### src/rtl/tx_serializer.sv
// tx_serializer: word-to-byte serializer between ctrl and UART.
// Optional one-word holding buffer when TXSER_BUF_EN is defined.
//
// Purpose: accepts one TX_WIDTH-bit word per tx_stb_i/tx_rdy_o
// handshake and emits its enabled byte lanes LSB-first on a
// valid/ready byte stream.
//
// Ports:
//   clk_i      clock, rising edge
//   rst_i      synchronous active-high reset
//   tx_stb_i   word strobe; accept = tx_stb_i & tx_rdy_o
//   tx_i       word, sampled on accept
//   tx_rdy_o   ready for a new word
//   grp_en_i   byte-lane enables, sampled on accept
//   byte_o     current byte
//   byte_vld_o byte_o valid
//   byte_rdy_i UART ready; transfer = byte_vld_o & byte_rdy_i
//   busy_o     a word is being serialized
//   ovr_o      one-cycle pulse: strobe seen while not ready
module tx_serializer #(
  parameter int TX_WIDTH = 32,
  localparam int NB = TX_WIDTH / 8
) (
  input  logic                clk_i,
  input  logic                rst_i,
  input  logic                tx_stb_i,
  input  logic [TX_WIDTH-1:0] tx_i,
  output logic                tx_rdy_o,
  input  logic [NB-1:0]       grp_en_i,
  output logic [7:0]          byte_o,
  output logic                byte_vld_o,
  input  logic                byte_rdy_i,
  output logic                busy_o,
  output logic                ovr_o
);

  typedef enum logic {
    IDLE,
    SEND
  } state_t;

  localparam logic [NB-1:0] ONE = NB'(1);

  state_t              state_q, state_d;
  logic [TX_WIDTH-1:0] data_q, data_d;
  logic [NB-1:0]       mask_q, mask_d;
  logic [7:0]          byte_q, byte_d;
  logic                ovr_q, ovr_d;

`ifdef TXSER_BUF_EN
  logic [TX_WIDTH-1:0] buf_data_q, buf_data_d;
  logic [NB-1:0]       buf_mask_q, buf_mask_d;
  logic                buf_full_q, buf_full_d;
`endif

  logic          xfer;
  logic          last;
  logic          accept;
  logic          need;
  logic [NB-1:0] mask_rem;

  // Byte of the lowest enabled lane in m.
  function automatic logic [7:0] pick(
    input logic [TX_WIDTH-1:0] d,
    input logic [NB-1:0]       m
  );
    logic [7:0] r;
    r = '0;
    for (int k = NB - 1; k >= 0; k--) begin
      if (m[k]) r = d[8*k +: 8];
    end
    return r;
  endfunction

`ifdef TXSER_BUF_EN
  assign tx_rdy_o = ~buf_full_q;
`else
  assign tx_rdy_o = (state_q == IDLE);
`endif

  assign byte_vld_o = (state_q == SEND);
  assign busy_o     = (state_q == SEND);
  assign byte_o     = byte_q;
  assign ovr_o      = ovr_q;

  assign xfer     = byte_vld_o & byte_rdy_i;
  // Clears the lowest set bit: the lane just transferred.
  assign mask_rem = mask_q & (mask_q - ONE);
  assign last     = xfer & (mask_rem == '0);
  assign accept   = tx_stb_i & tx_rdy_o;

  always_comb begin
    state_d = state_q;
    data_d  = data_q;
    mask_d  = mask_q;
    ovr_d   = tx_stb_i & ~tx_rdy_o;
    need    = 1'b1;
`ifdef TXSER_BUF_EN
    buf_data_d = buf_data_q;
    buf_mask_d = buf_mask_q;
    buf_full_d = buf_full_q;
`endif

    unique case (state_q)
      IDLE:    need = 1'b1;
      SEND:    need = last;
      default: need = 1'b1;
    endcase

    if (xfer) mask_d = mask_rem;

    if (need) begin
      // Shifter is free next cycle: refill from the
      // buffer first, else straight from the port.
`ifdef TXSER_BUF_EN
      if (buf_full_q) begin
        data_d     = buf_data_q;
        mask_d     = buf_mask_q;
        buf_full_d = 1'b0;
      end else
`endif
      if (accept) begin
        data_d = tx_i;
        mask_d = grp_en_i;
      end else begin
        mask_d = '0;
      end
      // An all-disabled word is consumed with no output.
      state_d = (mask_d != '0) ? SEND : IDLE;
    end
`ifdef TXSER_BUF_EN
    else if (accept) begin
      buf_data_d = tx_i;
      buf_mask_d = grp_en_i;
      buf_full_d = 1'b1;
    end
`endif

    byte_d = (state_d == SEND) ? pick(data_d, mask_d) : 8'h00;
  end

  always_ff @(posedge clk_i) begin
    if (rst_i) begin
      state_q <= IDLE;
      data_q  <= '0;
      mask_q  <= '0;
      byte_q  <= '0;
      ovr_q   <= 1'b0;
`ifdef TXSER_BUF_EN
      buf_data_q <= '0;
      buf_mask_q <= '0;
      buf_full_q <= 1'b0;
`endif
    end else begin
      state_q <= state_d;
      data_q  <= data_d;
      mask_q  <= mask_d;
      byte_q  <= byte_d;
      ovr_q   <= ovr_d;
`ifdef TXSER_BUF_EN
      buf_data_q <= buf_data_d;
      buf_mask_q <= buf_mask_d;
      buf_full_q <= buf_full_d;
`endif
    end
  end

endmodule

### config.mk
export PLATFORM = sky130hd
export DESIGN_NAME = tx_serializer
export DESIGN_NICKNAME = d
export VERILOG_FILES = /design/src/rtl/tx_serializer.sv
export SDC_FILE = /design/constraint.sdc
export NUM_CORES = 1
export LEC_CHECK = 0
export ABC_AREA = 0
export BUFFER_PORTS_ARGS = -buffer_cell sky130_fd_sc_hd__buf_2
export CORE_UTILIZATION = 30
export DETAILED_ROUTE_END_ITERATION = 10
export PLACE_DENSITY = 0.49
export SETUP_SLACK_MARGIN = 0.3
export SLEW_MARGIN = 30
export SYNTH_ARGS = -nofsm -noshare
export SYNTH_HDL_FRONTEND = slang
export SYNTH_SLANG_ARGS = --single-unit
### constraint.sdc
create_clock -name clk_i -period 1.65 [get_ports clk_i]
set_clock_uncertainty 0.05 [all_clocks]
set_input_delay 0.0825 -clock clk_i [delete_from_list [all_inputs] [get_ports clk_i]]
set_output_delay 0.0825 -clock clk_i [all_outputs]
set_load 0.05 [all_outputs]
==> run_results.csv, run 1 <==
group,metric,value,unit
critical_path,slowest_delay,380,ps
synth,synth_area_leaders,"dfxtp_1 40%, nand2_1 11%, a21oi_1 9.2%",
synth,yosysMostFrequentCell,"nand2_1",
detailed_routing,firstDrtPassIters,4,
synth,ys_seq_area_share,39.5,%
min_path,min_path_type,"in -> reg",
finish,nets,416,
global_routing,grt_max_degree,38,
cts,clk_pin_slew_worst_paths,90,ps
synth,synth_top_cell_by_area,"dfxtp_1",
finish,layout-drive-gt1-share,29.7,%
detailed_routing,wl_met1,3.64,mm
global_routing,grt-ovfl-total,0,
detailed_routing,drc,0,
finish,fill_cells,748,
cts,cts_tree,"done",
synth,synth_common_cells,"66 x nand2_1, 46 x dfxtp_1, 43 x a21oi_1, 13 x nor2_1",
sta,fin_crit,1470,ps
synth,synth_edf_count,0,
sta,slew_viol_final,0,
critical_path,path_cells,"maj3_1 -> o21ai_1 -> a31o_1 -> buf_12 -> a311oi_2",
critical_path,rr_worst_depth,5,
place,numPlacedInstances,428,
die,ioPinCount,52,
cts,cts_max_path_buffers,2,
detailed_routing,wl_met3,270,µm
job,cap_viol_max_count,0,
place,globalplace.congestion,0.827,
synth,syn_area,2330,µm²
cts,htreeDepth,2,
min_path,hold_depth,3,
sta,relSlewSlack,70.9,%
die,core.rowCount,31,
sta,rsz0062_at_grt,"yes",
detailed_routing,routed_wl,7.71,mm
detailed_routing,vias,2396,
sta,timing.fmax,683,MHz
global_routing,antenna_found_initial,0,
critical_path,crit_path_top_delay_cell,"dfxtp_4",
die,chipHeight,90.1,µm
sta,fin_setup_tns,0,ps
die,start_util,31.6,%
pwr,switching_share,29.9,%
critical_path,cp_data_required_time,1780,ps
place,dp_hpwl,5.22,mm
pwr,power.switching,0.787,mW
pwr,leakage,1.30,nW
die,die_area,8130,µm²
critical_path,path_max_fanout,9,
pwr,ir_drop,0.000369,V
critical_path,cp.arrival,1600,ps
detailed_routing,drt_iter0_drc,169,
pwr,p_int,1.84,mW
pwr,p_seq_share,46.2,%
synth,synth_nets,328,
synth,ys_ff_latch,46,
synth,synth_async_sr_flop_share,0,%
pwr,p_total,2.63,mW
synth,yosysTopAreaCellShare,39.5,%
place,dp_slack,103,ps
sta,tightest_slew,436,ps
finish,multi_input_area,1330,µm²
cts,clock_sinks,46,
global_routing,grt_pass1_wl,12.7,mm
pwr,power_density,788,nW/µm²
detailed_routing,wl_met2,3.73,mm
synth,yosysWarnings,0,
detailed_routing,wl_per_cell,16.2,µm
finish,final-seq-area,933,µm²
finish,finalNonFillerCells,476,
synth,syn_inst,288,
detailed_routing,vias_per_cell,5.03,
pwr,power_frac_clock,30.3,%
status,status,"completed",
global_routing,grt_pass1_vias,2461,
sta,setup_violations,0,
synth,synthFlopType,"dfxtp_1",
synth,yosysUniqueCellTypes,32,
die,fp.dieW,90.1,µm
critical_path,start_kind,"flop",
detailed_routing,drtAntennaViolNets,0,
detailed_routing,dr.max_layer_used,"met4",
sta,setup_ws,185,ps
die,core,7370,µm²
finish,syn2layout_area_growth,43.2,%
synth,syn_area_per_cell,8.09,µm²
finish,antenna_cells,0,
critical_path,end_kind,"flop",
sta,finalCritPeriodShare,88.8,%
sta,report.final.hold_viol_count,0,
pwr,comb_power_share,23.5,%
global_routing,grt_usage,19.9,%
critical_path,path_class,"reg -> reg",
cts,clock-root-buffer,"clkbuf_8",
cts,numCtsBuffers,5,
place,portBuffers,51,
cts,clock_latency,310,ps
critical_path,rrSetupSlack,180,ps
[stage by stage]
| stage | utilization [%] | cell area [µm²] | hold slack (ps) |
|---|---|---|---|
| global route | 45.3 | 3340 | 103 |
| CTS | 44.7 | 3300 | 63.4 |
| detailed placement | 37.2 | 2740 | 292 |
| floorplan | - | 2340 | 155 |
| finish | 45.3 | 3340 | 70.9 |
| global placement | 37.2 | 2740 | 289 |
[registers in the layout, summed over array words and instances (netlist names)]
name / count
busy_o: 1
byte_o: 8
data_q: 32
mask_q: 4
ovr_o: 1
[what timing repair did]
action                                 4_1_cts  5_1_grt
setup endpoints to repair                   11       22
gates cloned                                 0        1
buffers inserted                             5        1
gates resized for setup                     20       10
pin swaps                                    8        3
endpoints found under the hold margin       33        0
hold buffers                                33        0
[per-layer routing]
metal / vias up / global-route usage, %
li1: 1191 / -
met1: 1141 / 26.8
met2: 54 / 33.2
met3: 10 / 3.05
met4: 0 / 4.84
met5: - / 0
[power by group through the flow]
stage                     logic, mW  clock network (mW)  registers [mW]
after CTS                     0.605               0.806            1.22
after detailed placement      0.508                   0            1.24
after global placement        0.506                   0            1.25
after floorplan               0.298                   0            1.27
after global routing          0.672               0.866            1.23
final                         0.618               0.797            1.22
[area by class of cell]
class | count | share of cell area [%]
multi-input combinational | 215 | 39.7
sequential | 46 | 28.0
timing repair buffer | 106 | 25.4
tap | 99 | 3.71
clock buffer | 8 | 3.04
inverter | 2 | 0.225
[logic make-up (layout without fill, tap and decap cells)]
group	after synthesis	after routing	synth area share, %
AND/OR/NAND/NOR	124	125	27.4
AO/OA/AOI/OAI	88	88	25.6
flip-flops	46	46	39.5
buffers and inverters	28	116	6.39
adder cells (fa/ha/maj)	1	1	0.429
XOR/XNOR	1	1	0.698
[cell usage in the layout, fill, tap and decap left out, drive strengths merged]
cell type    count
a311oi           8
o41ai            1
xnor2            1
nand3b          10
nor3b            1
maj3             1
a22oi            8
clkbuf          10
nor3             8
dfxtp           46
and2             2
dlygate4sd3     33
a31oi            8
nand2           66
a21oi           43
nand2b           3
inv              2
o311ai           1
nand4            8
nor2b            9
and3b            3
buf             71
o31a             1
a31o             1
o21ai            9
nor2            15
a22o             8
[worst max-delay path, delay by kind of cell, from the launching register on]
kind / cells / cell delay (ps)
buf+inv: 1 / 150
fa+ha+maj: 1 / 360
flops: 1 / 380
compound gates: 3 / 410
[final timing paths]
kind	start	endpoint
hold reg to reg	data_q[11]	data_q[11]
setup / recovery	mask_q[0]	byte_o[2]
setup reg to reg	mask_q[0]	byte_o[2]
hold / removal	grp_en_i[3]	mask_q[3]
Note: power is estimated with default switching activity, not from simulation.
==> run 2: changes to the inputs <==
Settings changed: SETUP_SLACK_MARGIN 0.3 to default.
==> run 2 against run 1 <==
Compared with the run above: cell count fell by 3.2%; setup slack got worse by 42 ps; final area fell by 7.6%; non-clock buffer count fell by 13; clock-buffer cell count fell by 1; highest routed layer unchanged; power fell by 8.1%; first-iteration DRC count fell by 45%; sequential cell count did not move; sequential power barely moved; routed wire length fell by 5.4%.
==> run_results.csv, run 2 (synthesis gave the netlist of run 1 again) <==
group,metric,value,unit
detailed_routing,wl_per_cell,15.8,µm
sta,rsz0062_at_grt,"no",
finish,final_common_cell,"nand2_1",
critical_path,cp_data_required_time,1810,ps
pwr,power_density,784,nW/µm²
sta,finalCritPeriodShare,91.3,%
sta,slew_viol_final,0,
cts,clock_latency,300,ps
place,portBuffers,51,
pwr,ir_drop,0.000416,V
global_routing,grt_pass1_vias,2171,
cts,clock_sinks,46,
critical_path,end_kind,"flop",
die,ioPinCount,52,
global_routing,grt_pass1_wl,11.5,mm
finish,antenna_cells,0,
critical_path,rr_startpoint,"busy_o",
min_path,min_path_type,"in -> reg",
cts,cts_tree,"done",
sta,timing.fmax,664,MHz
detailed_routing,routed_wl,7.29,mm
detailed_routing,vias,2340,
detailed_routing,vias_per_cell,5.08,
detailed_routing,drt_iter0_drc,93,
place,globalplace.congestion,0.781,
cts,numCtsBuffers,5,
critical_path,cp.arrival,1670,ps
die,core.rowCount,31,
detailed_routing,drtAntennaViolNets,0,
pwr,leakage,1.18,nW
finish,final_cell_area,3080,µm²
cts,htreeDepth,2,
critical_path,rrSetupSlack,140,ps
min_path,hold_depth,3,
critical_path,rr_worst_depth,4,
sta,fin_crit,1510,ps
global_routing,grt-ovfl-total,0,
critical_path,r2r_end,"byte_o[0]",
finish,largest_reg_flops,32,
finish,largest_register,"data_q",
min_path,hp-start,"tx_i[6]",
finish,layout_common_cells,"66 x nand2_1, 51 x buf_2, 45 x dfxtp_1, 43 x a21oi_1, 31 x dlygate4sd3_1",
die,die_area,8130,µm²
place,dp_hpwl,5.22,mm
die,start_util,31.6,%
pwr,p_total,2.42,mW
finish,nets,402,
die,chipHeight,90.1,µm
critical_path,path_max_fanout,18,
sta,relSlewSlack,70.0,%
place,placed_area,2690,µm²
sta,report.final.hold_viol_count,0,
cts,clock-root-buffer,"clkbuf_8",
cts,cts_max_path_buffers,2,
die,fp.dieW,90.1,µm
critical_path,start_kind,"flop",
critical_path,path_class,"reg -> reg",
sta,tightest_slew,448,ps
sta,whs,1.12,ps
cts,clk_pin_slew_worst_paths,80,ps
die,core,7370,µm²
job,cap_viol_max_count,0,
detailed_routing,firstDrtPassIters,4,
global_routing,grt_max_degree,43,
global_routing,antenna_found_initial,0,
min_path,min_to,"data_q[6]",
status,status,"completed",
finish,syn2layout_area_growth,32.3,%
detailed_routing,drc,0,
finish,layout-drive-gt1-share,25.7,%
sta,setup_violations,0,
global_routing,grt_usage,18.1,%
-- run 2: final cells by class --
class                      instances  area (µm²)
clock buffer                       7        76.3
fill                             782        4290
inverter                           2        7.51
multi-input combinational        214        1260
sequential                        46         925
tap                               99         124
timing repair buffer              93         686
-- run 2: how the worst max path moves through the flow --
stage           start   endpoint  slack, ps  cells past startpoint
2_1_floorplan  busy_o  byte_o[6]         20                      6
3_3_place_gp   busy_o  byte_o[5]         40                      4
3_5_place_dp   busy_o  byte_o[2]        -40                      4
4_1_cts        busy_o  byte_o[2]         20                      4
5_1_grt        busy_o  byte_o[4]         60                      4
6_report       busy_o  byte_o[0]        140                      4
-- run 2: report_power, final --
part	switching (mW)	internal [mW]	leakage (nW)	total, mW
Clock	0.361	0.292	0.0383	0.654
Combinational	0.314	0.228	0.768	0.542
Sequential	0.0468	1.17	0.378	1.22
Total	0.722	1.69	1.18	2.42
-- run 2: stage by stage --
step / setup TNS, ps / utilization, % / setup WS [ps] / std cells
finish: 0 / 41.8 / 143 / 461
global placement: 0 / 36.5 / 35.5 / 423
global route: 0 / 41.8 / 55.3 / 461
CTS: 0 / 41.8 / 20.3 / 461
detailed placement: -231 / 36.5 / -39.3 / 423
floorplan: 0 / - / 24.0 / 288
-- run 2: timing repair --
| item | 4_1_cts | 5_1_grt |
|---|---|---|
| setup buffers | 0 | 0 |
| hold buffers | 31 | 0 |
| endpoints found under the setup margin | 8 | 8 |
| hold endpoints to repair | 31 | 0 |
| gates resized for setup | 2 | 2 |
-- run 2: worst max-delay path, stage by stage (launching register included) --
cell	delay, ps
dfxtp_4	460
and3b_2	360
a22o_1	230
a31oi_1	70
a311oi_2	240
-- run 2: metal layers --
metal / track usage [%] / share of wire, % / up-vias
met3: 2.88 / 5.0 / 13
met5: 0 / 0 / -
met1: 25.2 / 46 / 1095
met4: 6.72 / 2.6 / 0
met2: 28.1 / 47 / 75
li1: - / - / 1157
